===== src/rtl/cordic_angle_prep.sv =====
// cordic_angle_prep: folds full-circle phase words into [-pi/2, +pi/2] with a negate flag
// and queues them in a small FIFO ahead of the cordic rotator.
module cordic_angle_prep #(
    parameter  int DEPTH = 4,
    parameter  int TAG_W = 4,
    localparam int PTR_W = $clog2(DEPTH)
) (
    input  logic             clock,
    input  logic             reset_n,
    input  logic [17:0]      in_phase,
    input  logic [TAG_W-1:0] in_tag,
    input  logic             in_valid,
    output logic             in_ready,
    output logic [17:0]      out_angle,
    output logic             out_negate,
    output logic [TAG_W-1:0] out_tag,
    output logic             out_valid,
    input  logic             out_ready,
    output logic [PTR_W:0]   level
);
    localparam logic signed [17:0] HALF_PI = 18'sh10000;
    localparam logic        [17:0] PI      = 18'h20000;
    localparam logic [PTR_W:0]     FULL    = (PTR_W+1)'(DEPTH);

    logic signed [17:0] w_phase_s;
    logic               w_fold;
    logic        [17:0] w_angle;
    logic               w_push;
    logic               w_pop;

    logic [17:0]      r_angle  [DEPTH];
    logic             r_negate [DEPTH];
    logic [TAG_W-1:0] r_tag    [DEPTH];
    logic [PTR_W-1:0] r_wptr;
    logic [PTR_W-1:0] r_rptr;
    logic [PTR_W:0]   r_level;

    // Outside the half-circle around zero, rotate by pi and let the consumer negate.
    assign w_phase_s = signed'(in_phase);
    assign w_fold    = (w_phase_s > HALF_PI) || (w_phase_s < -HALF_PI);
    assign w_angle   = w_fold ? (in_phase - PI) : in_phase;

    assign in_ready   = (r_level != FULL);
    assign out_valid  = (r_level != '0);
    assign w_push     = in_valid && in_ready;
    assign w_pop      = out_valid && out_ready;

    assign out_angle  = r_angle[r_rptr];
    assign out_negate = r_negate[r_rptr];
    assign out_tag    = r_tag[r_rptr];
    assign level      = r_level;

    always_ff @(posedge clock or negedge reset_n) begin
        if (!reset_n) begin
            for (int i = 0; i < DEPTH; i++) begin
                r_angle[i]  <= '0;
                r_negate[i] <= 1'b0;
                r_tag[i]    <= '0;
            end
        end else if (w_push) begin
            r_angle[r_wptr]  <= w_angle;
            r_negate[r_wptr] <= w_fold;
            r_tag[r_wptr]    <= in_tag;
        end
    end

    always_ff @(posedge clock or negedge reset_n) begin
        if (!reset_n) begin
            r_wptr  <= '0;
            r_rptr  <= '0;
            r_level <= '0;
        end else begin
            if (w_push) begin
                r_wptr <= r_wptr + PTR_W'(1);
            end
            if (w_pop) begin
                r_rptr <= r_rptr + PTR_W'(1);
            end
            unique case ({w_push, w_pop})
                2'b10:   r_level <= r_level + (PTR_W+1)'(1);
                2'b01:   r_level <= r_level - (PTR_W+1)'(1);
                default: r_level <= r_level;
            endcase
        end
    end

endmodule


===== config.mk =====
export PLATFORM = sky130hd
export DESIGN_NAME = cordic_angle_prep
export DESIGN_NICKNAME = d
export VERILOG_FILES = /design/src/rtl/cordic_angle_prep.sv
export SDC_FILE = /design/constraint.sdc
export NUM_CORES = 1
export LEC_CHECK = 0
export CAP_MARGIN = 20
export CELL_PAD_IN_SITES_DETAIL_PLACEMENT = 1
export CELL_PAD_IN_SITES_GLOBAL_PLACEMENT = 1
export CORE_ASPECT_RATIO = 1.1
export CORE_MARGIN = 2
export CORE_UTILIZATION = 48
export CTS_CLUSTER_SIZE = 14
export DETAILED_ROUTE_END_ITERATION = 8
export PLACE_DENSITY = 0.85
export SKIP_LAST_GASP = 1
export SYNTH_ARGS = -nofsm -noshare
export SYNTH_HDL_FRONTEND = slang
export SYNTH_SLANG_ARGS = --single-unit

===== constraint.sdc =====
create_clock -name clock -period 2.7 [get_ports clock]
set_clock_uncertainty 0.2 [all_clocks]
set_input_delay 0.54 -clock clock [delete_from_list [all_inputs] [get_ports clock]]
set_output_delay 0.54 -clock clock [all_outputs]
set_load 0.03 [all_outputs]

==> results.md <==
* Die outline area at ~11000 µm²
* Fin crit share at 0.972
* Largest delay contributor family on the critical path: buffers and inverters
* CTS tree: yes
* Final standard cell count with taps included and fillers excluded at roughly 460
* Yosys warning count at 0
* Min Clock Period, post-route at 2620 ps
* Worst-path cell with the longest stage delay: clkdlybuf4s50_1
* Worst EP required at between 1500 and 2000 ps
* Total power divided by cell area at 1390 nW/µm²
* Worst slack, placed at ~47 ps
* Net count of the mapped netlist at 304
* Clock input transition at the sequential cells of the worst setup and hold paths at 100 ps
* Max Slew Vio Count at 0
* Buffer and inverter count on the worst path at 1
* Detailed-route via count at roughly 2500
* Core area at slightly below 10000 µm²
* Top_reg_cell synth: dfrtp_1
* Minimum setup slack among reg-to-reg paths at approximately 430 ps
* Number of iterations in the first detailed-routing pass at 4
* Max transition margin at 0.677
* Vertical die dimension at 110 µm
* Mean cell area of the mapped netlist at roughly 18 µm²
* CP Max Fanout at 4
* Number of antenna diodes at 0
* Antenna Violating Nets Remaining at 0
* Library cell with the highest instance count after synthesis: dfrtp_1
* Global routing met3 resource utilization at 0.0490
* Unrepaired setup endpoints after global routing: true
* Leak Pwr at between 2 and 3 nW
* Design Area, Final at approximately 5700 µm²
* Die width at 100 µm
* First-pass GRT wire length at 16600 µm
* Max incr delay on CP at between 600 and 700 ps
* Growth of design area from synthesis to finish at 16.0%
* Port Buffers at 53
* Share of synthesized area occupied by flip-flops and latches at 0.508
* Number of distinct library cells after synthesis at 28
* Cell Chain, Critical Path: or3_2, clkdlybuf4s50_1
* Count of placed standard cells including taps at 440
* Final setup violating endpoints at 0
* Inserted Clock Buffers at 9
* Status: completed
* Vias in the first global route at 2970
* Gr ovfl total at 0
* H-tree depth reported by CTS at 3
* Slew @ Worst Pin at 479 ps
* Remaining routing DRC violations at 0
* Clock latency at the later pin of the worst-skew pair at ~370 ps
* Aggregate negative setup slack at 0 ps
* Final hold violation count at 0
* CP Launch Type: register
* Number of filler cells placed in the layout at 932
* Total wire length at 10200 µm
* Data arrival time of the critical path at 1880 ps
* Endpoint kind of the worst setup timing path: output pin
* Max Clk Rate at 0.381 GHz
* Area contributors post-synth: dfrtp_1 51%, mux2_4 25%, mux4_2 11%
* Global routing usage summed across all routing layers at 0.201
* Fraction of layout instances using a drive strength above 1 at 0.460
* Total standard cell area after synthesis at 4880 µm²
* Post-synth ARST share at 1.00
* Number of enable-type register cells in the synthesized netlist at 0
* Net count, final at roughly 360
* Number of post-CTS setup repair buffers at 0
* Maximum ir drop on the vdd rail at 0.641 mV
* Slack of the critical path at 75.7 ps
* Row count at 38
* Top cell types by occurrence after synthesis: 99 x dfrtp_1, 80 x mux2_4, 23 x mux4_2
* Max-cap violation count at 0
* Share of the synthesized area in the top cell type at 0.508
* GR Util met2 at 0.350
* Vias per cell at 5.55
* Classification of the worst-slack hold path: register to register
* Flip-flop and latch count after synthesis at 99
* Buffers from clock root to sink, at most at 2
* Root Buffer Master: clkbuf_8
* Synthesized instance count at 272
* Layer with the highest usage after global routing: met2
* Final HPWL from detailed placement at 6750 µm
* Grt met1 use at 0.256
* Num ports at 54
* Maximum number of pins on one net before global-route repair at 57
* Per-cell routed wire length at 22.4 µm
* Global placer's final weighted congestion at 0.714
* Sinks on Clock Net at 99
* Type of the worst setup path: register to output pin
* Initial cell density of the core at 0.494
* Synth area leader: dfrtp_1
* Initial antenna violation count at 0
* Number of design-rule violations left by the first detailed-router iteration at 64
* Post-placement cell area at roughly 5500 µm²
==> per-layer routing <==
layer / routed length [µm] / vias up
met2: 5260 / 55
li1: - / 1104
met5: 0 / -
met1: 4490 / 1367
met4: 87 / 0
met3: 384 / 9
==> power breakdown <==
part | switching (mW) | internal [mW]
sequential | 0.487 | 2.25
clock | 0.504 | 0.383
combinational | 1.94 | 2.32
==> registers in the layout, indices dropped and copies added (netlist names) <==
signal and count:
level 3, r_angle 72, r_negate 4, r_rptr 2, r_tag 16, r_wptr 2
==> cells by family (layout without fill, tap and decap cells) <==
kind of cell	Yosys count	count (layout)	share of synthesized area
and+or+nand+nor	17	17	0.0236
AOI/OAI and AO/OA	2	2	0.00256
adders and majority gates	6	6	0.0169
muxes	117	117	0.384
DFF	99	99	0.508
xor gates and xnor gates	6	6	0.0108
buffers and inverters	25	90	0.0543
==> metrics by stage <==
step                       util  hold WS [ps]  total power [mW]
after global placement    0.556           230              7.10
after detailed placement  0.556           237              7.29
after global routing      0.572           336              8.32
after CTS                 0.572           316              7.97
after floorplan               -          44.4              5.96
final                     0.572           311              7.88
==> final timing paths <==
check | startpoint | to | cells past startpoint
min in group asynchronous | reset_n | level[0] | 2
max in group asynchronous | reset_n | r_rptr[0] | 3
hold reg to reg | r_tag[11] | r_tag[11] | 1
setup reg to reg | level[0] | level[2] | 8
hold / removal | r_tag[11] | r_tag[11] | 1
setup / recovery | level[0] | out_valid | 2
==> layout by cell type, fill, tap and decap left out, drive strengths merged, types with 4 or more instances in the layout <==
| cell type | netlist | layout |
|---|---|---|
| and3 | 4 | 4 |
| nor4 | 4 | 4 |
| dlygate4sd2 | 0 | 22 |
| ha | 5 | 5 |
| clkdlybuf4s50 | 0 | 29 |
| mux4 | 23 | 23 |
| clkbuf | 1 | 12 |
| dfrtp | 99 | 99 |
| buf | 17 | 15 |
| inv | 7 | 7 |
| mux2 | 93 | 93 |
==> final cells by class <==
cell class                      instances  area (µm²)  area share
Clock inverter                          4        25.0     0.00442
Tap cell                              120         150      0.0265
Multi-Input combinational cell        148        2140       0.378
Timing Repair Buffer                   67         684       0.121
Inverter                                7        26.3     0.00464
Sequential cell                        99        2480       0.438
Clock buffer                           12         155      0.0274
==> what timing repair did <==
item                                    in CTS  in global routing
resized for setup                           22                  1
pin swaps                                    0                  0
endpoints found under the setup margin      22                  8
endpoints found under the hold margin       17                  0
hold buffers                                 1                  0
(Power assumes the default switching activity.)
